<file path="config.mk">
export PLATFORM = sky130hd
export DESIGN_NAME = pc_ctrl
export DESIGN_NICKNAME = d
export VERILOG_FILES = /design/src/rtl/cpu_pkg.sv /design/src/rtl/npc_calc.sv /design/src/rtl/pc_ctrl.sv
export SDC_FILE = /design/constraint.sdc
export NUM_CORES = 1
export LEC_CHECK = 0
export CORE_MARGIN = 8
export CORE_UTILIZATION = 30
export DETAILED_ROUTE_END_ITERATION = 10
export GPL_ROUTABILITY_DRIVEN = 0
export PLACE_DENSITY = 0.7
export SLEW_MARGIN = 15
export SYNTH_ARGS = -nofsm -noshare
export SYNTH_HDL_FRONTEND = slang
export SYNTH_SLANG_ARGS = --single-unit
export TNS_END_PERCENT = 5
</file>
<file path="constraint.sdc">
create_clock -name clk -period 3.64 [get_ports clk]
set_clock_uncertainty 0.1 [all_clocks]
set_input_delay 0.364 -clock clk [delete_from_list [all_inputs] [get_ports clk]]
set_output_delay 0.364 -clock clk [all_outputs]
set_load 0.02 [all_outputs]
</file>
<file path="src/rtl/cpu_pkg.sv">
// Shared CPU definitions: reset PC, next-PC source and branch-condition encodings,
// plus the delay-slot state type used by pc_ctrl when PC_DELAY_SLOT_EN is defined.
package cpu_pkg;

   localparam logic [31:0] RESET_PC   = 32'h0000_3000;

   localparam logic [1:0]  NPC_SEQ    = 2'd0;
   localparam logic [1:0]  NPC_BRANCH = 2'd1;
   localparam logic [1:0]  NPC_JUMP   = 2'd2;
   localparam logic [1:0]  NPC_JR     = 2'd3;

   localparam logic [1:0]  BR_EQ      = 2'd0;
   localparam logic [1:0]  BR_NE      = 2'd1;
   localparam logic [1:0]  BR_LT      = 2'd2;
   localparam logic [1:0]  BR_GE      = 2'd3;

   typedef enum logic {
      DS_IDLE = 1'b0,
      DS_SLOT = 1'b1
   } ds_state_t;

endpackage

</file>
<file path="src/rtl/npc_calc.sv">
// Combinational next-PC target selection: branch/jump/jr target, redirect request
// and jr misalignment flag, all derived from the current PC and decoded fields.
module npc_calc
   import cpu_pkg::*;
#(
   parameter int ADDR_W = 32
) (
   input  logic [ADDR_W-1:0] pc,
   input  logic [1:0]        npc_sel,
   input  logic [1:0]        br_cond,
   input  logic              zero,
   input  logic              less,
   input  logic [15:0]       imm16,
   input  logic [25:0]       instr_index,
   input  logic [ADDR_W-1:0] rs_val,
   output logic [ADDR_W-1:0] target,
   output logic              taken,
   output logic              misalign
);

   logic [ADDR_W-1:0] p4;
   logic              cond_ok;

   assign p4 = pc + ADDR_W'(4);

   always_comb begin
      cond_ok = 1'b0;
      case (br_cond)
         BR_EQ:   cond_ok = zero;
         BR_NE:   cond_ok = ~zero;
         BR_LT:   cond_ok = less;
         default: cond_ok = ~less;
      endcase
   end

   always_comb begin
      target   = p4;
      taken    = 1'b0;
      misalign = 1'b0;
      case (npc_sel)
         NPC_BRANCH: begin
            // Offset is a signed word count; the add wraps modulo 2^32.
            target = p4 + {{14{imm16[15]}}, imm16, 2'b00};
            taken  = cond_ok;
         end
         NPC_JUMP: begin
            target = {p4[ADDR_W-1:ADDR_W-4], instr_index, 2'b00};
            taken  = 1'b1;
         end
         NPC_JR: begin
            // Low bits are dropped; the fault is only reported, never blocks the jump.
            target   = {rs_val[ADDR_W-1:2], 2'b00};
            taken    = 1'b1;
            misalign = (rs_val[1:0] != 2'b00);
         end
         default: begin
            target = p4;
            taken  = 1'b0;
         end
      endcase
   end

endmodule

</file>
<file path="src/rtl/pc_ctrl.sv">
// Program-counter register with next-PC selection. Define PC_DELAY_SLOT_EN to get
// MIPS branch-delay-slot behaviour (redirect applied one instruction late).
module pc_ctrl #(
   parameter logic [31:0] RESET_PC = cpu_pkg::RESET_PC,
   parameter int          ADDR_W   = 32
) (
   input  logic              clk,
   input  logic              reset,
   input  logic              stall,
   input  logic [1:0]        npc_sel,
   input  logic [1:0]        br_cond,
   input  logic              zero,
   input  logic              less,
   input  logic [15:0]       imm16,
   input  logic [25:0]       instr_index,
   input  logic [ADDR_W-1:0] rs_val,
   output logic [ADDR_W-1:0] pc,
   output logic [ADDR_W-1:0] link_addr,
   output logic              taken,
   output logic              misalign
);

   import cpu_pkg::*;

   logic [ADDR_W-1:0] pc_reg;
   logic [ADDR_W-1:0] pc_next;
   logic [ADDR_W-1:0] p4;
   logic [ADDR_W-1:0] target;

   assign pc = pc_reg;
   assign p4 = pc_reg + ADDR_W'(4);

   npc_calc #(
      .ADDR_W      (ADDR_W)
   ) u_npc_calc (
      .pc          (pc_reg),
      .npc_sel     (npc_sel),
      .br_cond     (br_cond),
      .zero        (zero),
      .less        (less),
      .imm16       (imm16),
      .instr_index (instr_index),
      .rs_val      (rs_val),
      .target      (target),
      .taken       (taken),
      .misalign    (misalign)
   );

`ifdef PC_DELAY_SLOT_EN
   ds_state_t         state_reg;
   ds_state_t         state_next;
   logic [ADDR_W-1:0] pend_tgt_reg;
   logic [ADDR_W-1:0] pend_tgt_next;

   // jal links past the delay-slot instruction.
   assign link_addr = pc_reg + ADDR_W'(8);

   always_comb begin
      state_next    = state_reg;
      pend_tgt_next = pend_tgt_reg;
      pc_next       = p4;
      case (state_reg)
         DS_IDLE: begin
            if (taken) begin
               pend_tgt_next = target;
               state_next    = DS_SLOT;
            end
         end
         default: begin
            // Redirects requested from inside a delay slot are ignored.
            pc_next    = pend_tgt_reg;
            state_next = DS_IDLE;
         end
      endcase
   end

   always_ff @(posedge clk or posedge reset) begin
      if (reset) begin
         pc_reg       <= RESET_PC[ADDR_W-1:0];
         state_reg    <= DS_IDLE;
         pend_tgt_reg <= '0;
      end else if (!stall) begin
         pc_reg       <= pc_next;
         state_reg    <= state_next;
         pend_tgt_reg <= pend_tgt_next;
      end
   end
`else
   assign link_addr = p4;

   always_comb begin
      pc_next = taken ? target : p4;
   end

   always_ff @(posedge clk or posedge reset) begin
      if (reset) begin
         pc_reg <= RESET_PC[ADDR_W-1:0];
      end else if (!stall) begin
         pc_reg <= pc_next;
      end
   end
`endif

endmodule

</file>
==> results of run 1 <==
-- timing repair --
| action | in CTS | in global routing |
|---|---|---|
| pin swaps | 0 | 10 |
| setup endpoints to repair | 3 | 14 |
| setup buffers | 0 | 6 |
| resized for setup | 4 | 28 |
-- synth_stat cells (6+ instances only) --
master | number | share of area (%)
o21ai_0 | 30 | 3.5
xor2_1 | 22 | 4.4
nor2_1 | 50 | 4.3
inv_1 | 17 | 1.5
a31oi_1 | 11 | 1.6
o211ai_1 | 9 | 1.6
dfrtp_1 | 28 | 16
o21ai_1 | 8 | 0.92
mux2i_1 | 24 | 5.5
nand4_1 | 10 | 1.4
mux2_2 | 8 | 2.1
a211oi_1 | 11 | 1.9
nand3_1 | 20 | 2.3
o221ai_1 | 6 | 1.2
and2_1 | 7 | 1.0
o21a_1 | 6 | 1.0
clkbuf_1 | 20 | 1.7
ha_1 | 34 | 9.8
a21oi_1 | 52 | 6.0
xnor2_1 | 28 | 5.6
a21o_1 | 9 | 1.6
o22ai_1 | 6 | 0.86
and3_1 | 8 | 1.2
nor2b_1 | 9 | 1.3
nand2_1 | 60 | 5.2
-- cell usage in the layout, fill, tap and decap left out, drive strengths merged, types with 5 or more instances in the layout --
master | synthesis | layout
nand4 | 11 | 11
nand2 | 60 | 60
a211oi | 11 | 11
xnor2 | 28 | 28
dfrtp | 28 | 28
a31oi | 11 | 11
o211ai | 9 | 9
clkdlybuf4s50 | 0 | 142
xor2 | 22 | 22
inv | 18 | 18
nand3 | 20 | 20
and2 | 7 | 7
nor2b | 9 | 9
o21a | 6 | 6
mux2 | 8 | 8
nor2 | 53 | 53
and3 | 8 | 8
a21oi | 52 | 52
o21ai | 38 | 38
ha | 34 | 34
o22ai | 6 | 6
a21o | 9 | 9
clkbuf | 21 | 7
buf | 13 | 66
nor3 | 5 | 5
o221ai | 6 | 6
mux2i | 24 | 24
-- metrics by stage --
stage	setup WS, ns	setup TNS [ns]
2_1_floorplan	-0.003488	-0.004321
3_3_place_gp	0.01482	0
3_5_place_dp	-0.03454	-0.06640
4_1_cts	0.005854	0
5_1_grt	-0.04756	-0.1404
6_report	0.1210	0
-- worst paths after layout --
kind / startpoint / endpoint / cells past startpoint
setup / recovery: pc[3] / pc[29] / 14
hold / removal: stall / pc[5] / 3
setup reg to reg: pc[3] / pc[29] / 14
hold reg to reg: pc[19] / pc[19] / 2
max in group asynchronous: reset / pc[21] / 3
min in group asynchronous: reset / pc[2] / 2
-- cells by family (layout without fill, tap and decap cells) --
kind of cell / count (synthesis) / after routing
muxes: 32 / 32
and+or+nand+nor: 195 / 195
other: 1 / 4
adders and majority gates: 35 / 35
AOI/OAI and AO/OA: 184 / 184
buffers and inverters: 54 / 236
xor gates and xnor gates: 50 / 50
DFF: 30 / 30
-- layout make-up --
cell class | count | area [µm²] | area share [%]
inverter | 20 | 75.07 | 1.092
clock inverter | 1 | 30.03 | 0.4366
multi-input combinational | 500 | 3721 | 54.10
timing repair buffer | 208 | 1916 | 27.85
tap | 184 | 230.2 | 3.347
clock buffer | 7 | 142.6 | 2.074
sequential | 30 | 763.2 | 11.10
-- critical path: stages, from the launching register on --
cell and delay (ns):
dfrtp_2 0.41, ha_4 0.18, and3_4 0.22, and2_2 0.21, nand3_1 0.13, xnor2_2 0.17
ha_2 0.40, a21oi_2 0.11, o211ai_1 0.11, a31o_1 0.17, a21oi_2 0.09, o31a_1 0.36
nor3_1 0.26, mux2_2 0.37, o22ai_1 0.13
-- per-layer routing --
metal | share of wire (%) | global-route usage (%)
met2 | 48 | 31.23
met1 | 43 | 24.71
met5 | 0 | 0
met3 | 8.5 | 4.287
met4 | 0.88 | 3.051
-- power by group --
| group | leakage, nW | switching, W | internal [W] | total [W] |
|---|---|---|---|---|
| clock network | 0.0841 | 0.000169 | 0.000342 | 0.000511 |
| logic | 2.38 | 0.00107 | 0.000952 | 0.00202 |
| registers | 0.337 | 0.0000974 | 0.000406 | 0.000503 |
| total | 2.80 | 0.00133 | 0.00170 | 0.00303 |
==> flow_summary_export.csv, run 1 <==
group,metric,value,unit
sta,final_hold_viol_count,0,
worst_setup_path,r2r_setup_slack,0.12,ns
synthesis,ys_seq_area_share,17.33,%
synthesis,synth_area,4345,µm²
synthesis,ys_types,68,
run_status,status,"finished clean",
die,die-area,18590,µm²
power_and_ir_drop,ir_drop,0.0002283,V
worst_setup_path,arrival,3.62,ns
sta,worst_pin_slew,0.7956,ns
synthesis,yosys.area_share.simple,22.03,%
power_and_ir_drop,p_total,0.003035,W
sta,setup_viol,0,
cts,cts-root-buf,"clkbuf_16",
global_route,grt_max_degree,51,
cts,hold_buffers,0,
routing,drc,0,
die,rows,44,
cts,clkSlewWorstSetupHoldPaths,0.06,ns
worst_setup_path,path_class,"register to register",
sta,max-slew-margin-rel,46.90,%
sta,max_freq,284.2,MHz
synthesis,synthArstFlopShare,100.0,%
finish,final_core_util,47.87,%
placement,dpl.hpwl,14180,µm
global_route,grt_util_all_layers,18.84,%
power_and_ir_drop,p_per_area,441.2,nW/µm²
routing,drtAntennaViolNets,0,
cts,numCtsBuffers,5,
synthesis,yosys_warnings,0,
routing,drt_wl_total,18160,µm
synthesis,syn_avg_cell_area,7.479,µm²
finish,drive_above_1_share,19.32,%
cts,clkLatencyLatePin,0.28,ns
global_route,grt_pass1_wl,27830,µm
worst_setup_path,cp.required,3.74,ns
cts,clock_path_buffers,2,
worst_setup_path,crit_fanout,6,
placement,place_area,6515,µm²
cts,cts.sinks,30,
die,io_pins,149,
placement,dpl.cell_count,936,
global_route,grt_pass1_vias,5196,
finish,final_cell_area,6878,µm²
die,core_region_area,14370,µm²
finish,n_fill_cell,1386,
synthesis,synth_fa_ha_area_share,10.25,%
routing,vias_per_cell,5.526,
sta,slew_violations,0,
worst_setup_path,startpoint_type,"register",
synthesis,synthXorXnorAreaFrac,10.08,%
die,initial_core_util,30.24,%
power_and_ir_drop,p_leak,2.798,nW
synthesis,synth_compound_gate_area_share,27.47,%
synthesis,synth_edf_count,0,
sta,period_share,96.68,%
routing,dr.pass1.iters,5,
synthesis,synthFlopType,"dfrtp_1",
die,die_w,136.4,µm
cts,htree_levels,2,
global_route,grt_overflow,0,
routing,routedWlPerCell,19.11,µm
sta,period_minus_slack,3.519,ns
cts,cts_tree,"built",
run,cap_violations,0,
routing,vias,5250,
finish,area_growth,58.28,%
synthesis,synthMuxAreaShare,7.601,%
finish,diodes,0,
sta,whs,0.2996,ns
worst_hold_path,hp-class,"input pin to register",
routing,drt-initial-drc-count,336,
synthesis,synth_cells,581,
die,chipHeight,136.4,µm
worst_setup_path,cp-end-kind,"register",
finish,largest_reg_flops,30,
global_route,antenna_found_initial,0,
finish,final_cells,950,
finish,final_nets,883,
placement,port_buffers,144,
synthesis,synth_top_family_by_area,"compound AO/OA/AOI/OAI gates",
synthesis,yosys_register_bits,30,
No activity file was read; power rests on OpenSTA's default activity.
==> inputs of run 2 (changes only) <==
--- a/config.mk
+++ b/config.mk
@@ -6,11 +6,11 @@
 export NUM_CORES = 1
 export LEC_CHECK = 0
 export CORE_MARGIN = 8
-export CORE_UTILIZATION = 30
+export CORE_UTILIZATION = 43
 export DETAILED_ROUTE_END_ITERATION = 10
 export GPL_ROUTABILITY_DRIVEN = 0
-export PLACE_DENSITY = 0.7
-export SLEW_MARGIN = 15
+export PLACE_DENSITY = 0.9
+export SLEW_MARGIN = 20
 export SYNTH_ARGS = -nofsm -noshare
 export SYNTH_HDL_FRONTEND = slang
 export SYNTH_SLANG_ARGS = --single-unit
==> run 2 against run 1 <==
Non-clock buffer count is 11 lower. Critical path depth is the same. Cell count down 6.5%. Wire length is 0.39% higher. Power fell by 5.5%. Combinational power about the same. Setup slack got worse by 0.095 ns. Global-route usage grew 6.6 points. Sequential power about the same. Critical path type unchanged. Largest cell class unchanged. Largest power group unchanged.
==> flow_summary_export.csv, run 2 (synthesized netlist as in run 1, its figures left out) <==
group,metric,value,unit
run,cap_violations,0,
worst_setup_path,slowest_stage,"dfrtp_2",
sta,final_hold_viol_count,0,
routing,drt_wl_total,18230,µm
placement,dpl.hpwl,13920,µm
cts,cts.sinks,30,
cts,clkSlewWorstSetupHoldPaths,0.08,ns
die,core_region_area,9774,µm²
global_route,antenna_found_initial,0,
worst_setup_path,path_class,"register to register",
routing,drt-initial-drc-count,518,
power_and_ir_drop,pwr-share-clk,12.0,%
cts,clkLatencyLatePin,0.30,ns
sta,period_share,99.28,%
sta,whs,0.4854,ns
finish,regArea,763.2,µm²
worst_setup_path,max_stage_delay,0.44,ns
global_route,grt_max_degree,31,
sta,setup_viol,0,
power_and_ir_drop,switchingPower,0.001345,W
routing,drc,0,
power_and_ir_drop,seqPwrFrac,17.6,%
sta,grt_setup_unrepaired,"yes",
sta,fin_setup_tns,0,ns
finish,area_growth,53.21,%
worst_setup_path,path_cells,"ha_4 > and3_4 > and2_2 > nand3_1 > xnor2_2 > ha_2 > a21oi_4 > o211ai_1 > a31o_1 > a21oi_2 > o21ai_2 > a221oi_2 > mux2i_1 > nand2_1",
die,die_w,116.5,µm
worst_setup_path,cp-end-kind,"register",
finish,final_core_util,68.11,%
worst_setup_path,crit_fanout,6,
die,chipHeight,116.5,µm
routing,vias_per_cell,6.300,
placement,port_buffers,144,
worst_setup_path,crit_family,"compound AO/OA/AOI/OAI gates",
worst_hold_path,hp-class,"input pin to async pin",
global_route,grt_overflow,0,
global_route,grt_util_all_layers,25.46,%
run_status,status,"finished clean",
sta,worst_pin_slew,0.9739,ns
worst_setup_path,critPathBufInv,0,
routing,vias,5594,
placement,place_area,6351,µm²
power_and_ir_drop,p_total,0.002869,W
finish,drive_above_1_share,17.62,%
finish,layout_commonest_cell,"clkdlybuf4s50_1",
die,initial_core_util,44.46,%
worst_setup_path,startpoint_type,"register",
finish,final_cell_area,6658,µm²
power_and_ir_drop,power.internal,0.001523,W
sta,period_minus_slack,3.614,ns
power_and_ir_drop,combPwrFrac,70.5,%
routing,routedWlPerCell,20.52,µm
cts,htree_levels,2,
die,io_pins,149,
sta,max-slew-margin-rel,35.00,%
die,rows,36,
finish,diodes,0,
finish,final_nets,872,
finish,multiInputGateArea,3705,µm²
worst_setup_path,arrival,3.69,ns
power_and_ir_drop,p_sw_share,46.90,%
routing,dr.pass1.iters,7,
finish,n_fill_cell,751,
cts,numCtsBuffers,5,
sta,max_freq,276.7,MHz
finish,largest_reg_flops,30,
power_and_ir_drop,ir_drop,0.0002142,V
worst_setup_path,cp.required,3.72,ns
global_route,grt_pass1_vias,5585,
global_route,grt_pass1_wl,27540,µm
cts,cts-root-buf,"clkbuf_8",
routing,drtAntennaViolNets,0,
power_and_ir_drop,p_leak,2.717,nW
cts,cts_tree,"built",
die,die-area,13580,µm²
cts,clock_path_buffers,2,
power_and_ir_drop,p_per_area,430.9,nW/µm²
finish,final_cell_mix,"143 x clkdlybuf4s50_1, 59 x nand2_1, 52 x buf_4",
sta,slew_violations,0,
==> run 2: cell count changes in the layout (fill, tap and decap cells not counted), sizes merged <==
cell and delta:
buf -12, bufinv -1, clkbuf +1, clkdlybuf4s50 +1
==> run 2: layout make-up <==
cell class	instances	share of cell area [%]
Tap cell	133	2.500
Inverter	20	1.128
Clock buffer	8	1.654
Multi-Input combinational cell	500	55.65
Timing Repair Buffer	197	27.61
Sequential cell	30	11.46
==> run 2: metrics by stage <==
stage,instances,setup WS (ns)
2_1_floorplan,584,-0.003488
3_5_place_dp,871,-0.2014
5_1_grt,888,-0.07849
3_3_place_gp,871,0.01762
6_report,888,0.02638
4_1_cts,879,-0.002399
==> run 2: routing by layer <==
layer  wire length, µm  vias up  track usage [%]  part of all wire, %
met5                 0        -                0                    0
met4               650        0            12.27                  3.6
met3              2220       74            6.205                   12
met2              8617      422            42.45                   47
met1              6739     2617            30.02                   37
li1                  -     2481                -                    -
==> run 2: repair_timing <==
item                       4_1_cts  5_1_grt
pin swaps                        0       11
resized for setup                7       20
setup buffers                    0        9
hold buffers                     0        0
setup endpoints to repair        7       15
==> run 2: worst paths after layout <==
check,slack (ns),startpoint,depth (start not counted),end
max in group asynchronous,2.19,reset,3,pc[31]
setup / recovery,0.03,pc[2],14,pc[31]
hold reg to reg,0.49,pc[7],1,pc[7]
setup reg to reg,0.03,pc[2],14,pc[31]
min in group clk,0.49,pc[7],1,pc[7]
hold / removal,0.49,reset,2,pc[29]
==> run 2: power groups by stage <==
| stage | Clock (W) | Combinational (W) | Sequential (W) |
|---|---|---|---|
| floorplan | 0 | 0.00106 | 0.000589 |
| global placement | 0 | 0.00183 | 0.000497 |
| detailed placement | 0 | 0.00189 | 0.000500 |
| CTS | 0.000340 | 0.00191 | 0.000496 |
| global route | 0.000358 | 0.00215 | 0.000509 |
| finish | 0.000344 | 0.00202 | 0.000503 |
==> inputs of run 3 (changes only) <==
--- a/config.mk
+++ b/config.mk
@@ -6,10 +6,10 @@
 export NUM_CORES = 1
 export LEC_CHECK = 0
 export CORE_MARGIN = 8
-export CORE_UTILIZATION = 43
+export CORE_UTILIZATION = 51
 export DETAILED_ROUTE_END_ITERATION = 10
 export GPL_ROUTABILITY_DRIVEN = 0
-export PLACE_DENSITY = 0.9
+export PLACE_DENSITY = 0.95
 export SLEW_MARGIN = 20
 export SYNTH_ARGS = -nofsm -noshare
 export SYNTH_HDL_FRONTEND = slang
==> constraint.sdc (replaced) <==
create_clock -name clk -period 4.7 [get_ports clk]
set_clock_uncertainty 0.1 [all_clocks]
set_input_delay 0.47 -clock clk [delete_from_list [all_inputs] [get_ports clk]]
set_output_delay 0.47 -clock clk [all_outputs]
set_load 0.02 [all_outputs]
==> run 3 against run 2 <==
Largest cell class unchanged. Cell count shrank 8.1%. Critical path type unchanged. Critical endpoint is now pc[28]. Highest routed layer unchanged. Largest power group unchanged. Combinational power down 33%. Sequential power down 18%.
==> flow_summary_export.csv, run 3 (synthesized netlist as in run 1, its figures left out) <==
group,metric,value,unit
finish,n_fill_cell,619,
die,core_region_area,8258,µm²
cts,cts-root-buf,"clkbuf_8",
routing,drtAntennaViolNets,0,
power_and_ir_drop,p_leak,2.439,nW
routing,vias_per_cell,6.594,
global_route,grt_pass1_wl,26390,µm
finish,final_cell_mix,"143 x clkdlybuf4s50_1, 60 x nand2_1, 52 x a21oi_1",
die,die_w,108.3,µm
die,initial_core_util,52.62,%
finish,layout_commonest_cell,"clkdlybuf4s50_1",
placement,place_area,5843,µm²
routing,drc,0,
power_and_ir_drop,p_per_area,336.6,nW/µm²
cts,htree_levels,2,
cts,ctsResizeCount,0,
sta,setup_slack,0.3890,ns
routing,routedWlPerCell,20.63,µm
global_route,grt_max_degree,41,
worst_setup_path,path_class,"register to register",
sta,final_hold_viol_count,0,
finish,final_cell_area,5934,µm²
cts,clkSlewWorstSetupHoldPaths,0.08,ns
finish,final_nets,828,
power_and_ir_drop,p_total,0.001998,W
finish,drive_above_1_share,4.923,%
placement,port_buffers,144,
worst_setup_path,crit_fanout,8,
sta,setup_viol,0,
global_route,grt_pass1_vias,5441,
cts,clkLatencyLatePin,0.30,ns
finish,largest_reg_flops,30,
sta,max_freq,232.0,MHz
finish,multiInputGateArea,3379,µm²
worst_setup_path,arrival,4.44,ns
routing,vias,5381,
finish,area_growth,36.57,%
cts,cts_tree,"built",
sta,max-slew-margin-rel,35.08,%
cts,clock_path_buffers,2,
sta,worst_pin_slew,0.9467,ns
cts,numCtsBuffers,5,
cts,cts_setup_buffers,0,
routing,highest_layer,"met4",
power_and_ir_drop,ir_drop,0.0002097,V
sta,slew_violations,0,
sta,period_minus_slack,4.311,ns
global_route,grt_util_all_layers,27.94,%
sta,grt_setup_unrepaired,"no",
routing,dr.pass1.iters,5,
finish,regArea,753.2,µm²
routing,drt-initial-drc-count,472,
routing,drt_wl_total,16840,µm
sta,fin_setup_tns,0,ns
cts,hold_buffers,0,
run,cap_violations,0,
worst_setup_path,cp-end-kind,"register",
die,die-area,11730,µm²
die,io_pins,149,
routing,met1_length,6193,µm
placement,dpl.hpwl,12990,µm
die,chipHeight,108.3,µm
worst_setup_path,cp.required,4.83,ns
routing,route.met3.wl,2084,µm
cts,cts.sinks,30,
run_status,status,"finished clean",
die,rows,33,
worst_hold_path,hp-class,"register to register",
worst_setup_path,startpoint_type,"register",
routing,wl_met2,7645,µm
global_route,antenna_found_initial,0,
placement,place_ws,0.4835,ns
finish,diodes,0,
sta,period_share,91.72,%
global_route,grt_overflow,0,
run 3: worst paths after layout:
| kind | to | depth (start not counted) | slack (ns) | from |
|---|---|---|---|---|
| max reg2reg | pc[28] | 14 | 0.39 | pc[4] |
| min in group asynchronous | pc[7] | 3 | 0.46 | reset |
| min | pc[13] | 2 | 0.44 | pc[13] |
| max | pc[28] | 14 | 0.39 | pc[4] |
| min reg2reg | pc[13] | 2 | 0.44 | pc[13] |
| max in group asynchronous | pc[13] | 3 | 3.70 | reset |
run 3: layout make-up:
type                       instances  area share [%]
tap                              105           2.214
sequential                        30           12.69
clock inverter                     1         0.08433
clock buffer                       7           1.455
inverter                          20           1.265
timing repair buffer             153           25.34
multi-input combinational        500           56.95
run 3: metal layers:
| metal | up-vias | global-route usage [%] |
|---|---|---|
| li1 | 2394 | - |
| met1 | 2459 | 31.99 |
| met2 | 422 | 46.12 |
| met3 | 106 | 6.960 |
| met4 | 0 | 17.01 |
| met5 | - | 0 |
run 3: critical path, stage by stage, from the launching register on:
cell      delay, ns
dfrtp_1        0.48
and4_1         0.28
and2_1         0.31
nand4_2        0.20
or2_1          0.35
nor2_2         0.12
xor2_1         0.27
ha_1           0.34
a21oi_1        0.29
nand3_1        0.13
a211oi_1       0.45
o31ai_1        0.17
a311o_1        0.39
a211oi_1       0.24
a211o_1        0.13
run 3: power breakdown:
part           switching [W]  internal [W]  total, W
clock network       0.000117      0.000118  0.000235
logic               0.000746      0.000602   0.00135
registers           0.000102      0.000311  0.000414
total               0.000966       0.00103   0.00200
run 3: per-stage QoR:
stage	cells	utilization, %	hold slack [ns]
after global routing	816	71.86	0.4653
after detailed placement	808	70.76	0.4253
after global placement	808	70.76	0.4070
after CTS	816	71.86	0.4426
after floorplan	584	-	0.4377
final	816	71.86	0.4445
==> edit: new RTL, settings of run 1 <==
Add a define of `PC_DELAY_SLOT_EN`.
--- a/src/rtl/pc_ctrl.sv
+++ b/src/rtl/pc_ctrl.sv
@@ -1,5 +1,7 @@
 // Program-counter register with next-PC selection. Define PC_DELAY_SLOT_EN to get
 // MIPS branch-delay-slot behaviour (redirect applied one instruction late).
+`define PC_DELAY_SLOT_EN
+
 module pc_ctrl #(
    parameter logic [31:0] RESET_PC = cpu_pkg::RESET_PC,
    parameter int          ADDR_W   = 32
Formal check against the unedited RTL: not equivalent (a bounded check fails within 4 cycles, from zero or initial values and one cycle with reset high).
==> edit against run 1 <==
- sequential cell count up 35
- critical path depth up 1
- die area up 37%
- total power up 110%
- setup slack worse by 0.13 ns
- critical endpoint is now pend_tgt_reg[22]$_DFFE_PP0P_
- wire length up 26%
- the flow now finishes with violations (setup timing)
- final area up 28%
- via count up 23%
- sequential share of layout area up 7.5 points
- largest power group unchanged
- clock power up 79%
- synthesized area up 42%
- sequential power rose to 2.6 times the old value
==> edit: results (changes against run 1) <==
Worst-Skew Late Latency = 0.34 ns (+0.06 ns)
Slew headroom = 17.1% (-30 points)
H-tree Lvls = 3 (+1)
worst hold path depth = 2 (-1)
first-pass GRT wire length = 35,100 um (+26%)
Setup CP Type = reg -> reg
DRT iter0 DRCs = 600 (+79%)
Layout Nets = 1,043 (+18%)
Synth cell types = 72 (+5.9%)
status = finished with violations
Placement Cell Area = 8180 um2 (+26%)
GRT Util Overall = 17.0% (-1.8 points)
CP arrival = 3.77 ns (+0.15 ns)
vias in the first global route = 6,332 (+22%)
Routed wire per std cell = 19.0 um (-0.73%)
CTS buffer count = 9 (+4)
first drt pass iteration count = 5 (unchanged)
Seq/Total Area, Yosys = 26.4% (+9.0 points)
Max FO, Critical Path = 4 (-2)
via count = 6,473 (+23%)
port bufs = 148 (+2.8%)
hold path start = pend_tgt_reg[0]$_DFFE_PP0P_
Final setup viols = 1 (+1)
Avg Vias per Cell = 5.38 (-2.6%)
CTS max path bufs = 2 (unchanged)
slack of the critical path = -0.00975 ns (-0.131 ns)
worst min-delay path category = reg -> reg
# placed instances = 1,178 (+26%)
share of layout cells above drive strength 1 = 18.9% (-0.46 points)
failing checks = setup timing
antenna fix cells = 0 (unchanged)
Internal Pwr Total = 3.44 mW (+100%)
hpwl dp = 17,400 um (+23%)
Root Driver = clkbuf_16
antenna violations before repair = 0 (unchanged)
reg2reg end = pend_tgt_reg[22]$_DFFE_PP0P_
yosys synthesis warning count = 0 (unchanged)
Worst Hold End = pend_tgt_reg[0]$_DFFE_PP0P_
FF-to-FF path depth = 15 (+1)
Syn Inst Count = 747 (+29%)
top cells by area, synth = dfrtp_1 26%, ha_1 6.3%, xnor2_1 5.8%, xor2_1 5.2%, o21ai_0 5.2%
synth cell count leaders = 76 x nand2_1, 66 x nor2_1, 64 x o21ai_0
Static Leak = 3.74 nW (+34%)
largest net degree at the start of global routing = 68 (+33%)
share of synthesized registers carrying an async set or reset = 100% (unchanged)
Worst-path clk slew = 0.05 ns
Post-Syn Nets = 862
worst reg2reg startpoint = pc[4]$_DFFE_PP0N_
VDD IR max = 265 uV (+16%)
==> edit: cell count changes after synthesis, moves of 13 or more <==
| cell | before | now |
|---|---|---|
| a21o_1 | 9 | 23 |
| a221oi_1 | 3 | 16 |
| dfrtp_1 | 28 | 63 |
| nand2_1 | 60 | 76 |
| nor2_1 | 50 | 66 |
| nor3_1 | 5 | 19 |
| o21ai_0 | 30 | 64 |
| xnor2_1 | 28 | 41 |
| xor2_1 | 22 | 37 |
==> edit: power by group through the flow <==
stage	sequential (mW)	clock [mW]	combinational, mW
3_5_place_dp	1.33	0	3.77
5_1_grt	1.37	0.951	4.33
3_3_place_gp	1.32	0	3.74
4_1_cts	1.32	0.927	3.81
2_1_floorplan	1.37	0	2.27
6_report	1.33	0.914	4.01
==> edit: metal layers <==
metal | up-vias | global-route usage, % | share of wire, %
li1 | 3072 | - | -
met1 | 3034 | 23.0 | 44
met2 | 330 | 25.9 | 44
met3 | 37 | 4.06 | 8.7
met4 | 0 | 6.26 | 2.4
met5 | - | 0 | 0
==> edit: cells by family after synthesis <==
family	count (synthesis)	synth area share, %
and+or+nand+nor	246	19.9
muxes	42	7.43
AOI/OAI and AO/OA	210	21.3
DFF	65	26.4
adders and majority gates	32	6.60
xor gates and xnor gates	79	11.4
buffers and inverters	73	7.04
==> edit: critical path, stage by stage, from the launching register on <==
cell	delay [ns]
dfrtp_2	0.40
ha_4	0.17
nand3_4	0.10
nor3_4	0.19
and3_4	0.23
nand2_2	0.09
nor3_2	0.21
xor2_1	0.24
ha_1	0.29
a21o_1	0.19
or3_1	0.30
o31a_1	0.38
a21oi_2	0.21
xnor2_2	0.09
o31ai_2	0.27
nand2_1	0.08
==> edit: through the flow <==
| step | setup TNS, ns | hold WS [ns] | setup WS (ns) | total power, mW | utilization, % |
|---|---|---|---|---|---|
| 6_report | -0.00975 | 0.364 | -0.00975 | 6.25 | 43.4 |
| 5_1_grt | -0.808 | 0.405 | -0.192 | 6.65 | 43.4 |
| 4_1_cts | 0 | 0.368 | 0.00493 | 6.06 | 42.1 |
| 3_5_place_dp | -0.00912 | 0.356 | -0.00708 | 5.10 | 40.4 |
| 3_3_place_gp | 0 | 0.349 | 0.0654 | 5.05 | 40.4 |
| 2_1_floorplan | -0.00351 | 0.333 | -0.00351 | 3.64 | - |
==> edit: cell type report <==
type                            count  area (um2)
Clock inverter                      2        35.0
Timing Repair Buffer              230        2090
Inverter                           13        48.8
Sequential cell                    65        1640
Multi-Input combinational cell    609        4360
Fill cell                        1933       11500
Clock buffer                       14         274
Tap cell                          270         338
==> edit: timing repair <==
item                       4_1_cts  5_1_grt
setup endpoints to repair        4       22
buffers inserted                 0        9
pin swaps                        1       21
gates resized for setup          4       42
